$ cat src/rtl/ysyx_25030093_pc_gen.sv
// Next-PC generator: holds the architectural PC, hands it to fetch and takes one
// commit per instruction. Also flags misaligned or illegal targets and tracks calls/returns.
module ysyx_25030093_pc_gen #(
  parameter int              XLEN      = 32,
  parameter logic [XLEN-1:0] RESET_VEC = 'h2000_0000,
  parameter int              RAS_DEPTH = 4,
  parameter bit              C_EXT     = 1'b0
) (
  input  logic            clock,
  input  logic            reset,
  input  logic            in_valid,
  output logic            in_ready,
  input  logic [2:0]      pc_sel,
  input  logic            br_taken,
  input  logic [XLEN-1:0] rs1_data,
  input  logic [XLEN-1:0] imm_data,
  input  logic [XLEN-1:0] csr_data_pc,
  input  logic [XLEN-1:0] mtvec,
  input  logic            is_call,
  input  logic            is_ret,
  output logic            out_valid,
  input  logic            out_ready,
  output logic [XLEN-1:0] pc,
  output logic            misalign,
  output logic [XLEN-1:0] misalign_addr,
  output logic            illegal_sel,
  output logic [XLEN-1:0] ras_top,
  output logic            ras_valid,
  output logic            ras_overflow
);
  localparam int PW = (RAS_DEPTH > 1) ? $clog2(RAS_DEPTH) : 1;
  localparam int CW = $clog2(RAS_DEPTH + 1);
  localparam logic [CW-1:0] FULL = CW'(RAS_DEPTH);
  localparam logic [XLEN-1:0] STEP = XLEN'(4);

  typedef enum logic {ISSUE = 1'b0, WAIT = 1'b1} state_t;

  state_t state_q;
  logic [XLEN-1:0] pc_q;

  logic [RAS_DEPTH-1:0][XLEN-1:0] ras_q;
  logic [PW-1:0] ptr_q;    // next slot to write
  logic [CW-1:0] cnt_q;
  logic [PW-1:0] top_idx;

  logic            accept, legal, chk, mis;
  logic [XLEN-1:0] tgt, link;

  assign accept  = (state_q == WAIT) && in_valid;
  assign link    = pc_q + STEP;
  assign top_idx = ptr_q - PW'(1);

  always_comb begin
    tgt   = pc_q;
    legal = 1'b1;
    chk   = 1'b1;
    unique case (pc_sel)
      3'b001:  tgt = (rs1_data + imm_data) & {{(XLEN-1){1'b1}}, 1'b0};
      3'b010:  tgt = pc_q + imm_data;
      3'b100: begin
        tgt = br_taken ? pc_q + imm_data : link;
        chk = br_taken;
      end
      3'b101:  tgt = csr_data_pc;
      3'b110: begin
        tgt = link;
        chk = 1'b0;
      end
      default: begin
        legal = 1'b0;
        chk   = 1'b0;
      end
    endcase
    mis = chk & (C_EXT ? tgt[0] : tgt[1]);
  end

  always_ff @(posedge clock) begin
    if (reset) begin
      state_q       <= ISSUE;
      out_valid     <= 1'b1;
      in_ready      <= 1'b0;
      pc_q          <= RESET_VEC;
      misalign      <= 1'b0;
      misalign_addr <= '0;
      illegal_sel   <= 1'b0;
    end else begin
      misalign    <= 1'b0;
      illegal_sel <= 1'b0;
      unique case (state_q)
        ISSUE: if (out_ready) begin
          state_q   <= WAIT;
          out_valid <= 1'b0;
          in_ready  <= 1'b1;
        end
        WAIT: if (in_valid) begin
          state_q   <= ISSUE;
          out_valid <= 1'b1;
          in_ready  <= 1'b0;
          if (!legal) begin
            illegal_sel <= 1'b1;
          end else if (mis) begin
            pc_q          <= mtvec;
            misalign      <= 1'b1;
            misalign_addr <= tgt;
          end else begin
            pc_q <= tgt;
          end
        end
        default: state_q <= ISSUE;
      endcase
    end
  end

  // Circular RAS: when full the write pointer sits on the oldest entry.
  always_ff @(posedge clock) begin
    if (reset) begin
      ras_q        <= '0;
      ptr_q        <= '0;
      cnt_q        <= '0;
      ras_overflow <= 1'b0;
    end else if (accept) begin
      if (is_call && is_ret && cnt_q != '0) begin
        ras_q[top_idx] <= link;
      end else if (is_call) begin
        ras_q[ptr_q] <= link;
        ptr_q        <= ptr_q + PW'(1);
        if (cnt_q == FULL) ras_overflow <= 1'b1;
        else               cnt_q        <= cnt_q + CW'(1);
      end else if (is_ret && cnt_q != '0) begin
        ptr_q <= top_idx;
        cnt_q <= cnt_q - CW'(1);
      end
    end
  end

  assign pc        = pc_q;
  assign ras_valid = (cnt_q != '0);
  assign ras_top   = ras_valid ? ras_q[top_idx] : '0;

endmodule

$ cat config.mk
export PLATFORM = sky130hd
export DESIGN_NAME = ysyx_25030093_pc_gen
export DESIGN_NICKNAME = d
export VERILOG_FILES = /design/src/rtl/ysyx_25030093_pc_gen.sv
export SDC_FILE = /design/constraint.sdc
export NUM_CORES = 1
export LEC_CHECK = 0
export CORE_UTILIZATION = 58
export DETAILED_ROUTE_END_ITERATION = 7
export GPL_ROUTABILITY_DRIVEN = 0
export GPL_TIMING_DRIVEN = 0
export PLACE_DENSITY = 0.86
export SLEW_MARGIN = 40
export SYNTH_ARGS = -nofsm -noshare
export SYNTH_HDL_FRONTEND = slang
export SYNTH_SLANG_ARGS = --single-unit
$ cat constraint.sdc
create_clock -name clock -period 5.4 [get_ports clock]
set_input_delay 1.08 -clock clock [delete_from_list [all_inputs] [get_ports clock]]
set_output_delay 1.08 -clock clock [all_outputs]
set_load 0.02 [all_outputs]
==> metrics.csv, run 1 <==
metric;value;unit
share_clk_of_total_power;38.5;%
number_of_global_route_vias_before_repair;14370;
finalCriticalPeriod;5171;ps
wl;51890;µm
ys_async_sr_fraction;0;%
wp_data_required;4320;ps
setup.reg_to_reg.worst_slack;1680;ps
die-area;0.02351;mm²
syn_area_per_cell;8.059;µm²
i_o_pin_cnt;240;
synth_warn;0;
global_route.overflow_total;0;
hpwl_detailed;38560;µm
cts_made_buffers;21;
timing_hold_violations_final;0;
grt_setup_unrepaired;no;
clock_insertion_delay_worst_skew;510;ps
antenna_found_initial;1;
drc_errors;0;
die_width;153.3;µm
grt_max_degree;16;
grt.total_usage;43.37;%
vdd.ir_drop.worst;211.3;µV
report.final.slew_viol_count;0;
fmax;193.4;MHz
synth-simple-area-share;20.03;%
yosys-mux-area-fraction;6.717;%
start_util;58.84;%
setup_viol;0;
via_per_inst;6.836;
detail-route-antenna-nets;0;
synth-main-ff-cell;dfxtp_1;
switching_share;30.35;%
relSlewSlack;36.96;%
maxCapViolations;0;
layout_worst_path_cycle_share;95.75;%
syn_inst;1648;
fin_setup_tns;0;ps
endpoint;ras_top[3];
critPathCaptureType;primary output;
rr_startpoint;pc[0]$_SDFFE_PP0P_;
cp.arrival;4090;ps
power.sequential.fraction;38.7;%
cts.sink_count;203;
floorplan_core_area;0.02257;mm²
drtPass1Iterations;7;
via_count;15120;
tritoncts;done;
yosysSeqAreaShare;30.60;%
hold_path.class;reg2reg;
clk_transition_reported_paths;60;ps
synth_edf_count;0;
rr_worst_depth;13;
cts-root-to-sink-buffers;3;
tightestPinTransition;945.6;ps
comb_power_share;22.8;%
drtIter0Drc;2255;
synthXorXnorAreaFrac;5.012;%
layout-area-overhead-vs-synth;26.26;%
die-height;153.3;µm
p_leak;6.042;nW
path_max_fanout;10;
number_of_distinct_library_cells_after_synthesis;86;
row_cnt;55;
final_layout_fill_cell_count;1662;
result_of_the_run;finished, final reports clean;
final_layout_size_suffix_gt1_share;6.760;%
cts_setup_buffers;0;
final_area;0.01677;mm²
synth.net_count;1855;
clock_skew;16.02;ps
place_worst_setup_slack;262.4;ps
timing.critical_path.from_type;flop;
finish.net_count;2115;
rr_endpoint;misalign_addr[22]$_SDFFE_PP0P_;
htree_levels;1;
wl_per_cell;23.47;µm
flop_and_latch_count_out_of_synthesis;203;
cts-hold-fix-buffers;0;
critPathLaunch;ptr_q[0]$_SDFFE_PP0P_;
cellPowerDensity;240.9;mW/mm²
power.net_switching;0.001226;W
internal_power;0.002814;W
first_pass_grt_wire_length;78870;µm
cts_root_buffer;clkbuf_16;
synth_top_family_by_area;compound AO/OA/AOI/OAI gates;
cts_resized;2;
dpl-instance-area;0.01600;mm²
arithmetic_cell_share_of_the_synthesized_area_counting_full_adders_half_adders_and_majority_gates;6.670;%
compound_cell_area_share_of_the_yosys_netlist;26.59;%
path_class;reg2out;
port-buffer-count;236;
synthesis.area;0.01328;mm²
layout_setup_ws;229.4;ps
[registers in the layout, indices dropped and copies added (netlist names)]
register,cells
ras_q,128
misalign_addr,32
ras_overflow,1
pc,32
in_ready,1
ptr_q,2
state_q,1
illegal_sel,1
cnt_q,3
misalign,1
out_valid,1
[critical path: stages, from the launching register on]
cell	delay, ps
dfxtp_1	370
clkbuf_2	350
buf_2	370
inv_1	120
ha_1	290
clkbuf_1	350
clkbuf_1	560
mux4_2	420
and2_1	190
clkdlybuf4s50_1	560
[layout make-up]
type,count,area [µm²],area share (%)
sequential,203,4064,24.24
buffer,125,519.2,3.097
clock buffer,29,605.6,3.611
tap,285,356.6,2.127
clock inverter,9,132.6,0.7909
antenna,3,7.507,0.04477
multi-input combinational,1302,8646,51.56
inverter,18,67.56,0.4029
timing repair buffer,237,2370,14.13
[worst min path at each step]
| stage | startpoint | end | slack [ps] | cells after the start |
|---|---|---|---|---|
| 2_1_floorplan | ras_q[32]$_SDFFE_PP0P_ | ras_q[32]$_SDFFE_PP0P_ | 430 | 2 |
| 6_report | ras_q[64]$_SDFFE_PP0P_ | ras_q[64]$_SDFFE_PP0P_ | 460 | 2 |
| 4_1_cts | ras_q[64]$_SDFFE_PP0P_ | ras_q[64]$_SDFFE_PP0P_ | 460 | 2 |
| 3_3_place_gp | ras_q[35]$_SDFFE_PP0P_ | ras_q[35]$_SDFFE_PP0P_ | 440 | 2 |
| 5_1_grt | misalign_addr[16]$_SDFFE_PP0P_ | misalign_addr[16]$_SDFFE_PP0P_ | 480 | 2 |
| 3_5_place_dp | ras_q[35]$_SDFFE_PP0P_ | ras_q[35]$_SDFFE_PP0P_ | 450 | 2 |
[metrics by stage]
step           power [W]  instances  utilization (%)  hold slack, ps
6_report        0.004040       2211            74.29           455.6
5_1_grt         0.004140       2208            74.26           481.6
2_1_floorplan   0.002115       1648                -           433.1
3_3_place_gp    0.002443       2169            70.89           440.6
4_1_cts         0.003973       2207            74.17           455.7
3_5_place_dp    0.002464       2169            70.89           445.9
[layout by cell type (no fill, tap or decap), types with 12 or more instances in the layout]
master,count
xor2_1,36
nand2b_1,14
a21oi_1,138
ha_1,66
and2_1,35
nand3_1,36
xnor2_1,40
mux4_2,32
clkdlybuf4s50_1,236
buf_2,31
nor2_1,241
dfxtp_1,203
nor3_1,23
clkbuf_16,21
nand4_1,18
a211oi_1,132
clkbuf_1,89
a31oi_1,20
and3_1,17
inv_1,18
o211ai_1,14
nand2_1,150
mux2i_1,16
o21ai_0,75
o21a_1,12
a21o_1,29
[power by group through the flow]
stage,clock network (W),registers [W],logic [W]
floorplan,0,0.00160,0.000517
global route,0.00161,0.00156,0.000969
finish,0.00155,0.00156,0.000921
global placement,0,0.00159,0.000850
CTS,0.00154,0.00156,0.000876
detailed placement,0,0.00159,0.000870
[cells in the mapped netlist (5+ instances only)]
master | number | share of area [%]
nor4_1 | 7 | 0.33
a21oi_1 | 138 | 5.2
a21o_1 | 29 | 1.6
nor2b_1 | 7 | 0.33
o21bai_1 | 5 | 0.28
inv_1 | 18 | 0.51
nor3_1 | 23 | 0.87
o2111ai_1 | 5 | 0.33
o21ai_0 | 75 | 2.8
and3_1 | 17 | 0.80
a311oi_1 | 10 | 0.66
and4_1 | 5 | 0.33
o22ai_1 | 6 | 0.28
nand2_1 | 150 | 4.2
nand4_1 | 18 | 0.85
buf_1 | 7 | 0.20
dfxtp_1 | 203 | 31
o211ai_1 | 14 | 0.79
buf_2 | 29 | 1.1
o31ai_1 | 5 | 0.28
o221ai_1 | 11 | 0.73
nor2_1 | 241 | 6.8
nand3_1 | 36 | 1.4
clkbuf_1 | 87 | 2.5
a221oi_1 | 9 | 0.59
xnor2_1 | 40 | 2.6
o21ai_1 | 8 | 0.30
xor2_1 | 36 | 2.4
mux2i_1 | 16 | 1.2
a31oi_1 | 20 | 0.94
o21a_1 | 12 | 0.68
ha_1 | 66 | 6.2
or3_1 | 6 | 0.28
and2_1 | 35 | 1.6
a211oi_1 | 133 | 7.5
mux4_2 | 32 | 5.4
nand2b_1 | 14 | 0.66
[logic make-up (layout without fill, tap and decap cells)]
| kind of cell | count (synthesis) | after routing |
|---|---|---|
| compound gates | 526 | 526 |
| xor+xnor | 76 | 76 |
| fa+ha+maj | 69 | 69 |
| buf+inv | 143 | 418 |
| flops | 203 | 203 |
| mux | 49 | 49 |
| other cells | 0 | 3 |
| simple gates | 582 | 582 |
[per-layer routing]
metal | GRT usage [%] | vias to the layer above | wire, µm
met5 | 0 | - | 0
met4 | 30.78 | 0 | 4195
met3 | 11.00 | 347 | 7247
met2 | 68.69 | 1357 | 22750
met1 | 51.40 | 6837 | 17690
li1 | - | 6574 | -
(Power assumes the default switching activity.)
==> inputs of run 2 (changes only) <==
ABC_AREA = 0   (was not set)
==> results of run 2 <==
Same layout as run 1: the final DEF is identical, and so are final timing and power.
